===== src/rtl/ecg_buf_pkg.sv =====
// rtl/ecg_buf_pkg.sv - shared constants, bank index type and clog2 helper for the ECG frame buffer
package ecg_buf_pkg;

  localparam int NB_DEF        = 2;
  localparam int AW_DEF        = 12;
  localparam int DW_DEF        = 32;
  localparam int FRAME_LEN_DEF = 4096;

  // Wide enough for the largest supported ring (8 banks).
  typedef logic [2:0] bank_idx_t;

  function automatic int clog2(input int v);
    int r;
    r = 0;
    while ((1 << r) < v) r++;
    return r;
  endfunction

endpackage


===== src/rtl/ecg_bank_switcher_if.sv =====
// rtl/ecg_bank_switcher_if.sv - flattened A/B port bus of the NB dual-port BRAM banks
interface ecg_bank_switcher_if #(
  parameter int NB = 2,
  parameter int AW = 12,
  parameter int DW = 32
);

  logic [NB*AW-1:0] bank_addra;
  logic [NB-1:0]    bank_wea;
  logic [NB*DW-1:0] bank_dina;
  logic [NB*AW-1:0] bank_addrb;
  logic [NB-1:0]    bank_enb;
  logic [NB*DW-1:0] bank_doutb;

  modport master (
    output bank_addra, bank_wea, bank_dina,
    output bank_addrb, bank_enb,
    input  bank_doutb
  );

  modport slave (
    input  bank_addra, bank_wea, bank_dina,
    input  bank_addrb, bank_enb,
    output bank_doutb
  );

endinterface


===== src/rtl/ecg_ring_ptr.sv =====
// rtl/ecg_ring_ptr.sv - bank ring pointer, steps 0..NB-1 and wraps on advance
module ecg_ring_ptr import ecg_buf_pkg::*; #(
  parameter  int NB = NB_DEF,
  localparam int W  = clog2(NB)
) (
  input  logic         clk,
  input  logic         rst,
  input  logic         advance,
  output logic [W-1:0] ptr
);

  logic [W-1:0] ptr_q, ptr_d;

  always_comb begin
    ptr_d = ptr_q;
    if (advance) begin
      ptr_d = (ptr_q == W'(NB - 1)) ? '0 : ptr_q + W'(1);
    end
  end

  always_ff @(posedge clk) begin
    if (rst) ptr_q <= '0;
    else     ptr_q <= ptr_d;
  end

  assign ptr = ptr_q;

endmodule


===== src/rtl/ecg_bank_switcher.sv =====
// rtl/ecg_bank_switcher.sv - NB-bank ring frame buffer controller between ECG front-end and reader
module ecg_bank_switcher import ecg_buf_pkg::*; #(
  parameter  int NB        = NB_DEF,
  parameter  int AW        = AW_DEF,
  parameter  int DW        = DW_DEF,
  parameter  int FRAME_LEN = FRAME_LEN_DEF,
  parameter  int CW        = 16,
  localparam int BW        = clog2(NB),
  localparam int FW        = clog2(NB + 1)
) (
  input  logic                       clk,
  input  logic                       rst,
  input  logic                       wr_valid,
  input  logic [DW-1:0]              wr_data,
  output logic                       wr_ready,
  output logic                       rd_frame_valid,
  output logic [BW-1:0]              rd_bank,
  input  logic                       rd_en,
  input  logic [AW-1:0]              rd_addr,
  output logic [DW-1:0]              rd_data,
  input  logic                       rd_done,
  output logic [FW-1:0]              full_cnt,
  output logic [CW-1:0]              drop_cnt,
  ecg_bank_switcher_if.master        bank
);

  logic [FW-1:0]    full_cnt_q, full_cnt_d;
  logic [CW-1:0]    drop_cnt_q, drop_cnt_d;
  logic [AW-1:0]    wr_addr_q, wr_addr_d;
  logic [NB-1:0]    wea_q, wea_d;
  logic [NB*AW-1:0] addra_q, addra_d;
  logic [NB*DW-1:0] dina_q, dina_d;
  logic [BW-1:0]    rd_sel_q, rd_sel_d;
  logic             rd_vld_q, rd_vld_d;
  logic [DW-1:0]    rd_hold_q, rd_hold_d;

  logic [BW-1:0]    wr_ptr, rd_ptr;
  logic             accept, reject, frame_done, rd_release;
  logic [NB*AW-1:0] addrb;
  logic [NB-1:0]    enb;
  logic [DW-1:0]    rd_mux;

  assign wr_ready       = (full_cnt_q != FW'(NB));
  assign rd_frame_valid = (full_cnt_q != '0);
  assign accept         = wr_valid && wr_ready;
  assign reject         = wr_valid && !wr_ready;
  assign frame_done     = accept && (wr_addr_q == AW'(FRAME_LEN - 1));
  assign rd_release     = rd_done && rd_frame_valid;

  ecg_ring_ptr #(.NB(NB)) u_wr_ptr (
    .clk     (clk),
    .rst     (rst),
    .advance (frame_done),
    .ptr     (wr_ptr)
  );

  ecg_ring_ptr #(.NB(NB)) u_rd_ptr (
    .clk     (clk),
    .rst     (rst),
    .advance (rd_release),
    .ptr     (rd_ptr)
  );

  // A completion and a release in the same cycle cancel out.
  always_comb begin
    full_cnt_d = full_cnt_q;
    case ({frame_done, rd_release})
      2'b10:   full_cnt_d = full_cnt_q + FW'(1);
      2'b01:   full_cnt_d = full_cnt_q - FW'(1);
      default: full_cnt_d = full_cnt_q;
    endcase
  end

  always_comb begin
    drop_cnt_d = drop_cnt_q;
    if (reject && (drop_cnt_q != '1)) drop_cnt_d = drop_cnt_q + CW'(1);
    wr_addr_d = wr_addr_q;
    if (accept) wr_addr_d = frame_done ? '0 : wr_addr_q + AW'(1);
  end

  always_comb begin
    wea_d   = '0;
    addra_d = addra_q;
    dina_d  = dina_q;
    for (int b = 0; b < NB; b++) begin
      if (accept && (wr_ptr == BW'(b))) begin
        wea_d[b]             = 1'b1;
        addra_d[b*AW +: AW]  = wr_addr_q;
        dina_d[b*DW +: DW]   = wr_data;
      end
    end
  end

  // Read side: only the bank under rd_ptr sees the reader's address and strobe.
  always_comb begin
    addrb  = '0;
    enb    = '0;
    rd_mux = '0;
    for (int b = 0; b < NB; b++) begin
      if (rd_ptr == BW'(b)) begin
        addrb[b*AW +: AW] = rd_addr;
        enb[b]            = rd_en && rd_frame_valid;
      end
      if (rd_sel_q == BW'(b)) rd_mux = bank.bank_doutb[b*DW +: DW];
    end
  end

  // The bank select is captured with the strobe so a coincident rd_done cannot redirect the data.
  always_comb begin
    rd_vld_d  = rd_en && rd_frame_valid;
    rd_sel_d  = rd_vld_d ? rd_ptr : rd_sel_q;
    rd_hold_d = rd_vld_q ? rd_mux : rd_hold_q;
  end

  always_ff @(posedge clk) begin
    if (rst) begin
      full_cnt_q <= '0;
      drop_cnt_q <= '0;
      wr_addr_q  <= '0;
      wea_q      <= '0;
      addra_q    <= '0;
      dina_q     <= '0;
      rd_sel_q   <= '0;
      rd_vld_q   <= 1'b0;
      rd_hold_q  <= '0;
    end else begin
      full_cnt_q <= full_cnt_d;
      drop_cnt_q <= drop_cnt_d;
      wr_addr_q  <= wr_addr_d;
      wea_q      <= wea_d;
      addra_q    <= addra_d;
      dina_q     <= dina_d;
      rd_sel_q   <= rd_sel_d;
      rd_vld_q   <= rd_vld_d;
      rd_hold_q  <= rd_hold_d;
    end
  end

  assign rd_data         = rd_vld_q ? rd_mux : rd_hold_q;
  assign rd_bank         = rd_ptr;
  assign full_cnt        = full_cnt_q;
  assign drop_cnt        = drop_cnt_q;
  assign bank.bank_wea   = wea_q;
  assign bank.bank_addra = addra_q;
  assign bank.bank_dina  = dina_q;
  assign bank.bank_addrb = addrb;
  assign bank.bank_enb   = enb;

endmodule


===== src/flat_wrapper.sv =====
// flat-port wrapper written by rule: the top's interface ports become plain ports
module ecg_bank_switcher_flat import ecg_buf_pkg::*;
#(
  parameter  int NB        = NB_DEF,
  parameter  int AW        = AW_DEF,
  parameter  int DW        = DW_DEF,
  parameter  int FRAME_LEN = FRAME_LEN_DEF,
  parameter  int CW        = 16,
  localparam int BW        = clog2(NB),
  localparam int FW        = clog2(NB + 1)
)
  (clk, rst, wr_valid, wr_data, wr_ready, rd_frame_valid, rd_bank, rd_en, rd_addr, rd_data, rd_done, full_cnt, drop_cnt, bank_bank_addra, bank_bank_wea, bank_bank_dina, bank_bank_addrb, bank_bank_enb, bank_bank_doutb);
  ecg_bank_switcher_if #(.NB(NB), .AW(AW), .DW(DW)) bank_i ();
  input  logic clk;
  input  logic rst;
  input  logic wr_valid;
  input  logic [DW-1:0] wr_data;
  output logic wr_ready;
  output logic rd_frame_valid;
  output logic [BW-1:0] rd_bank;
  input  logic rd_en;
  input  logic [AW-1:0] rd_addr;
  output logic [DW-1:0] rd_data;
  input  logic rd_done;
  output logic [FW-1:0] full_cnt;
  output logic [CW-1:0] drop_cnt;
  output wire logic [$bits(bank_i.bank_addra)-1:0] bank_bank_addra;
  output wire logic [$bits(bank_i.bank_wea)-1:0] bank_bank_wea;
  output wire logic [$bits(bank_i.bank_dina)-1:0] bank_bank_dina;
  output wire logic [$bits(bank_i.bank_addrb)-1:0] bank_bank_addrb;
  output wire logic [$bits(bank_i.bank_enb)-1:0] bank_bank_enb;
  input wire logic [$bits(bank_i.bank_doutb)-1:0] bank_bank_doutb;
  assign bank_bank_addra = bank_i.bank_addra;
  assign bank_bank_wea = bank_i.bank_wea;
  assign bank_bank_dina = bank_i.bank_dina;
  assign bank_bank_addrb = bank_i.bank_addrb;
  assign bank_bank_enb = bank_i.bank_enb;
  assign bank_i.bank_doutb = bank_bank_doutb;
  ecg_bank_switcher #(.NB(NB), .AW(AW), .DW(DW), .FRAME_LEN(FRAME_LEN), .CW(CW)) u_core (.clk(clk), .rst(rst), .wr_valid(wr_valid), .wr_data(wr_data), .wr_ready(wr_ready), .rd_frame_valid(rd_frame_valid), .rd_bank(rd_bank), .rd_en(rd_en), .rd_addr(rd_addr), .rd_data(rd_data), .rd_done(rd_done), .full_cnt(full_cnt), .drop_cnt(drop_cnt), .bank(bank_i));
endmodule

===== config.mk =====
export PLATFORM = sky130hd
export DESIGN_NAME = ecg_bank_switcher_flat
export DESIGN_NICKNAME = d
export VERILOG_FILES = /design/src/rtl/ecg_buf_pkg.sv /design/src/rtl/ecg_bank_switcher_if.sv /design/src/rtl/ecg_ring_ptr.sv /design/src/rtl/ecg_bank_switcher.sv /design/src/flat_wrapper.sv
export SDC_FILE = /design/constraint.sdc
export NUM_CORES = 1
export LEC_CHECK = 0
export BUFFER_PORTS_ARGS = -buffer_cell sky130_fd_sc_hd__buf_2
export CORE_UTILIZATION = 25
export CTS_BUF_LIST = sky130_fd_sc_hd__clkbuf_8
export CTS_CLUSTER_DIAMETER = 100
export CTS_CLUSTER_SIZE = 40
export DETAILED_ROUTE_END_ITERATION = 16
export GPL_TIMING_DRIVEN = 0
export PLACE_DENSITY_LB_ADDON = 0.08
export SLEW_MARGIN = 40
export SYNTH_ARGS = -nofsm -noshare
export SYNTH_HDL_FRONTEND = slang
export SYNTH_SLANG_ARGS = --single-unit

===== constraint.sdc =====
create_clock -name clk -period 1.8 [get_ports clk]
set_input_delay 0.18 -clock clk [delete_from_list [all_inputs] [get_ports clk]]
set_output_delay 0.18 -clock clk [all_outputs]
set_load 0.01 [all_outputs]

==> results of run 1 <==
## routing by layer
metal	vias up	GRT usage	routed length, um
li1	3394	-	-
met1	3035	0.213	10500
met2	222	0.283	10800
met3	14	0.0488	1590
met4	0	0.0450	221
met5	-	0	0
## layout make-up
type | instances | share of cell area
multi-input combinational | 576 | 0.342
timing repair buffer | 343 | 0.211
tap | 330 | 0.0432
sequential | 156 | 0.332
clock buffer | 17 | 0.0245
inverter | 3 | 0.00118
clock inverter | 15 | 0.0154
buffer | 51 | 0.0314
## through the flow
step	hold WS, ns	TNS (ns)
3_5_place_dp	0.439	-37.86
5_1_grt	0.158	-2.01
4_1_cts	0.0216	-0.350
3_3_place_gp	0.439	-37.45
6_report	0.158	-0.0214
2_1_floorplan	0.316	-0.000358
## timing repair
action,in CTS,in global routing
hold buffers,32,1
setup buffers,16,13
endpoints found under the setup margin,161,134
cloned,0,2
endpoints found under the hold margin,64,1
pin swaps,4,20
resized for setup,55,73
## kinds of logic (layout without fill, tap and decap cells)
family                   after synthesis  after routing  synth area share
AND/OR/NAND/NOR                      364            364             0.267
multiplexers                          34             34            0.0535
AO/OA/AOI/OAI                        166            166             0.136
buffers and inverters                 61            429            0.0377
XOR/XNOR                               9              9            0.0123
adder cells (fa/ha/maj)                3              3           0.00586
flip-flops                           156            156             0.488
## synth_stat cells
cell	n
a21oi_1	142
a311o_1	1
a31o_2	1
a31oi_1	1
and2_0	1
and2_1	14
and3_1	9
and3b_1	2
and4_1	3
and4_2	1
buf_1	2
buf_2	10
clkbuf_1	46
dfxtp_1	156
ha_1	3
inv_1	3
mux2_2	2
mux2i_1	32
nand2_1	188
nand2b_1	2
nand3_1	9
nand3_2	1
nand3b_1	3
nand4_1	12
nand4b_1	1
nor2_1	50
nor2b_1	45
nor3_1	2
nor4_1	3
o21ai_0	10
o21bai_1	2
o31ai_1	9
or2_2	1
or3_1	7
or3b_2	1
or4_1	7
or4_2	2
xnor2_1	2
xor2_1	7
## registers in the layout (all words and copies together), names as in the netlist
register and flops:
u_core.wr_addr_q 12, u_core.rd_vld_q 1, u_core.bank.bank_wea 2, u_core.drop_cnt 16
u_core.bank.bank_dina 64, u_core.rd_hold_q 32, u_core.bank.bank_addra 24, u_core.u_rd_ptr.ptr 1
u_core.full_cnt 2, u_core.rd_sel_q 1, u_core.u_wr_ptr.ptr 1
## final timing paths
path                                                start                        end  slack, ns  cells past startpoint
worst max-delay path                      u_core.rd_sel_q                 rd_data[2]      -0.02                      5
worst min-delay path                              rd_done        u_core.u_rd_ptr.ptr       0.16                      4
worst max register to register        u_core.drop_cnt[12]         u_core.drop_cnt[7]       0.02                      4
worst min register to register  u_core.bank.bank_dina[62]  u_core.bank.bank_dina[62]       0.45                      2
## worst max-delay path: stages, from the launching register on
cell	delay, ns
dfxtp_4	0.43
buf_6	0.12
clkbuf_16	0.14
mux2i_1	0.22
a21oi_1	0.11
buf_2	0.16
## where the power goes
part           switching (uW)  internal, uW  leakage, uW
Sequential               21.1          3480      0.00128
Combinational             290           251      0.00269
Clock                    1590          1040     0.000192
==> flow_summary.json, run 1 <==
{
  "outcome": "finished, violations left",
  "failed_checks": "setup timing",
  "multi_input_area_mm2": 0.00327,
  "fp.dieW_um": 162,
  "power_density_mw_per_mm2": 697,
  "cp.arrival_ns": 1.64,
  "irDropWorstVdd_uv": 373,
  "dp_slack_ns": -0.493,
  "place_inst": 1402,
  "clkTransAtPathRegs_ns": 0.10,
  "maxCapViolations": 0,
  "drv_slew": 0,
  "grt_pass1_wl_mm": 34.3,
  "place.gp.congestion": 0.759,
  "p_leak_uw": 0.00416,
  "finalHoldViolCount": 0,
  "clkLatencyLatePin_ns": 0.47,
  "netlist.area_leader.share": 0.488,
  "final_core_utilization": 0.380,
  "worstPathRequired_ns": 1.62,
  "hpwl_mm": 16.7,
  "final_common_cell": "buf_2",
  "num_rows": 58,
  "start_util": 0.254,
  "netlist_instances": 793,
  "die_h_um": 162,
  "area_delta_synth_final_pct": 49.4,
  "final_layout_size_suffix_gt1_frac": 0.377,
  "core_mm2": 0.0252,
  "root_buffer": "clkbuf_8",
  "track_usage": 0.170,
  "ys_types": 39,
  "setup_viol": 1,
  "yosys_warnings": 0,
  "final_cells": 1491,
  "overflow": 0,
  "pin_count": 282,
  "max-clock-path-buffers": 2,
  "numCtsBuffers": 17,
  "dr_total_vias": 6665,
  "h-tree-depth": 4,
  "tritoncts": "done",
  "worstMarginPinSlew_ns": 0.676,
  "fill_cells": 2674,
  "ys_seq_area_frac": 0.488,
  "synth.area.top_cells": "dfxtp_1 (49%), a21oi_1 (11%), nand2_1 (11%)",
  "crit_type": "register to output pin",
  "syn_nets": 909,
  "report.power.total_uw": 6670,
  "io_buffers": 279,
  "placed_area_mm2": 0.00824,
  "drc": 0,
  "end_kind": "output pin",
  "startpoint_type": "register",
  "final_cell_mix": "buf_2 (285), nand2_1 (187), dfxtp_1 (134)",
  "path_max_fanout": 5,
  "skew_ns": 0.0290,
  "grt_max_degree": 18,
  "worst_slack_ns": -0.0214,
  "stdcell_area_mm2": 0.00957,
  "wirelength_mm": 23.1,
  "via_per_inst": 4.47,
  "antenna_found_initial": 0,
  "synth.avg_cell_area_um2": 8.07,
  "antenna_cells": 0,
  "slew-limit-headroom": 0.549,
  "wl_per_cell_um": 15.5,
  "drtPass1Iterations": 4,
  "die_area_mm2": 0.0263,
  "clock.fmax_mhz": 549,
  "ys_seq_elements": 156,
  "yosys.area.top_type": "dfxtp_1",
  "drt_iter0_drc": 268,
  "ff_latch_area_mm2": 0.00318,
  "final_nets": 1264,
  "hp-class": "input pin to register",
  "grt_pass1_vias": 6204,
  "period_share": 1.01,
  "syn-cell-area_mm2": 0.00640,
  "fin_crit_ns": 1.82,
  "rsz0062_at_grt": "true",
  "cts.sinks": 156,
  "ant_nets": 0
}
No activity file was read; power rests on OpenSTA's default activity.
==> run 2: changes to the inputs <==
--- a/config.mk
+++ b/config.mk
@@ -16,4 +16,5 @@
 export SLEW_MARGIN = 40
 export SYNTH_ARGS = -nofsm -noshare
 export SYNTH_HDL_FRONTEND = slang
+export SYNTH_HIERARCHICAL = 1
 export SYNTH_SLANG_ARGS = --single-unit
==> run 2 against run 1 <==
  * The flow still finishes with violations (setup timing)
  * Count of clock-buffer cells in the layout is the same
  * First-iteration DRC count shrank 1.9%
  * Fmax decreased by 3.4%
  * Largest power group unchanged
  * Cell count fell by 0.80%
  * Sequential share of layout area fell by 0.31 points
  * Critical path depth up 4
  * Core utilization about the same
  * Register-to-register slack lost 0.11 ns
  * Area after synthesis is 0.55% higher
  * Critical path type is now register to register
==> flow_summary.json, run 2 <==
{
  "maxCapViolations": 0,
  "numCtsBuffers": 17,
  "p_leak_uw": 0.00417,
  "crit_type": "register to register",
  "internal_power_uw": 4760,
  "dr_total_vias": 6515,
  "synth.area.top_cells": "dfxtp_1 (49%), a21oi_1 (11%), nand2_1 (11%)",
  "wl_per_cell_um": 15.0,
  "num_rows": 58,
  "switching_power_uw": 1820,
  "dp_slack_ns": -0.309,
  "fin_crit_ns": 1.89,
  "synth.avg_cell_area_um2": 8.20,
  "final_layout_size_suffix_gt1_frac": 0.381,
  "final_common_cell": "buf_2",
  "ff_latch_area_mm2": 0.00316,
  "ff2ff_path_depth": 9,
  "fp.dieW_um": 162,
  "largest_reg_flops": 64,
  "setup_viol": 1,
  "rrSetupSlack_ns": -0.09,
  "r2r-start": "u_core/wr_addr_q[0]",
  "synth_flop_cell": "dfxtp_1",
  "place_inst": 1395,
  "area_delta_synth_final_pct": 49.1,
  "finalHoldViolCount": 0,
  "overflow": 0,
  "via_per_inst": 4.41,
  "worstMarginPinSlew_ns": 0.715,
  "h-tree-depth": 4,
  "rsz0062_at_grt": "true",
  "clkLatencyLatePin_ns": 0.46,
  "startpoint": "u_core/wr_addr_q[0]",
  "drtPass1Iterations": 4,
  "power_density_mw_per_mm2": 685,
  "syn_nets": 901,
  "antenna_cells": 0,
  "combPwrFrac": 0.086,
  "cts.sinks": 156,
  "netlist.area_leader.share": 0.485,
  "yosys.area.top_type": "dfxtp_1",
  "netlist_instances": 785,
  "die_area_mm2": 0.0264,
  "multi_input_area_mm2": 0.00339,
  "fill_cells": 2722,
  "place.gp.congestion": 0.723,
  "whs_ns": 0.0462,
  "hp-class": "input pin to register",
  "ys_types": 42,
  "antenna_found_initial": 0,
  "grt_max_degree": 17,
  "cp.arrival_ns": 2.26,
  "synthArstFlopShare": 0,
  "worstPathRequired_ns": 2.18,
  "end_kind": "register",
  "yosys_warnings": 6,
  "drt_iter0_drc": 263,
  "holdCritStartpoint": "rd_en",
  "final_nets": 1252,
  "seq_power_share": 0.534,
  "ys_seq_elements": 156,
  "yosysMostFrequentCell": "nand2_1",
  "netSwitchingFraction": 0.277,
  "worst_slack_ns": -0.0852,
  "outcome": "finished, violations left",
  "root_buffer": "clkbuf_8",
  "core_mm2": 0.0253,
  "final_core_utilization": 0.380,
  "drc": 0,
  "drv_slew": 0,
  "r2r-end": "u_core/full_cnt[1]",
  "wirelength_mm": 22.2,
  "die_h_um": 162,
  "startpoint_type": "register",
  "synth_edf_count": 0,
  "pin_count": 282,
  "clock.fmax_mhz": 530,
  "cp-endpoint": "u_core/full_cnt[1]",
  "yosys-top-cells-count": "nand2_1 (187), dfxtp_1 (156), a21oi_1 (142)",
  "final_cell_mix": "buf_2 (286), nand2_1 (187), dfxtp_1 (141)",
  "final_cells": 1479,
  "period_share": 1.05,
  "ant_nets": 0,
  "max-clock-path-buffers": 2,
  "hpwl_mm": 15.9,
  "clkTransAtPathRegs_ns": 0.09,
  "irDropWorstVdd_uv": 376,
  "slew-limit-headroom": 0.523,
  "pwr-share-clk": 0.380,
  "grt_pass1_vias": 6176,
  "skew_ns": 0.0184,
  "tns_ns": -0.0852,
  "io_buffers": 280,
  "track_usage": 0.165,
  "grt_pass1_wl_mm": 34.0,
  "failed_checks": "setup timing",
  "start_util": 0.255,
  "path_max_fanout": 2,
  "tritoncts": "done",
  "ys_seq_area_frac": 0.485,
  "syn-cell-area_mm2": 0.00644
}
==> run 2: per-stage QoR <==
step                      cell area (um2)  power (uW)
after global placement               8290        4070
after detailed placement             8290        4070
after global routing                 9600        6930
final                                9600        6580
after floorplan                      6480        3790
after CTS                            9160        6690
==> run 2: critical path, stage by stage, from the launching register on <==
cell     delay (ns)
dfxtp_4        0.37
ha_4           0.13
and3_4         0.18
nand4_1        0.17
nor2_4         0.18
inv_2          0.05
ha_4           0.15
xnor2_1        0.12
or3_1          0.33
a21oi_2        0.13
==> run 2: routing by layer <==
layer / routed length [um] / global-route usage
met1: 10600 / 0.218
met2: 10100 / 0.265
met3: 1360 / 0.0418
met4: 183 / 0.0446
met5: 0 / 0
==> run 2: what timing repair did <==
action / in CTS / in global routing
buffers inserted: 10 / 10
resized for setup: 43 / 77
hold endpoints to repair: 66 / 0
pin swaps: 3 / 31
cloned: 0 / 3
hold buffers: 33 / 0
endpoints found under the setup margin: 126 / 107
==> run 2: layout make-up <==
type	count	area share
Inverter	6	0.00235
Buffer	50	0.0323
Multi-Input combinational cell	571	0.353
Timing Repair Buffer	334	0.202
Clock buffer	17	0.0244
Tap cell	330	0.0430
Sequential cell	156	0.329
Clock inverter	15	0.0137
==> run 2: worst min path at each step <==
stage / cells after the start / to
CTS: 3 / u_core/rd_vld_q
global placement: 2 / u_core/u_rd_ptr/ptr
floorplan: 1 / u_core/u_rd_ptr/ptr
finish: 3 / u_core/rd_vld_q
global route: 3 / u_core/rd_vld_q
detailed placement: 2 / u_core/u_rd_ptr/ptr
==> run 2: power by group through the flow <==
stage | clock network [uW] | logic (uW) | registers (uW)
2_1_floorplan | 0 | 174 | 3620
3_3_place_gp | 0 | 465 | 3600
3_5_place_dp | 0 | 465 | 3600
4_1_cts | 2640 | 537 | 3510
5_1_grt | 2780 | 627 | 3520
6_report | 2500 | 569 | 3510
==> run 2: kinds of logic after synthesis <==
family / count (synthesis) / synth area share
xor gates and xnor gates: 12 / 0.0163
and+or+nand+nor: 359 / 0.269
DFF: 156 / 0.485
muxes: 32 / 0.0498
buffers and inverters: 58 / 0.0404
adders and majority gates: 3 / 0.00583
AOI/OAI and AO/OA: 165 / 0.134
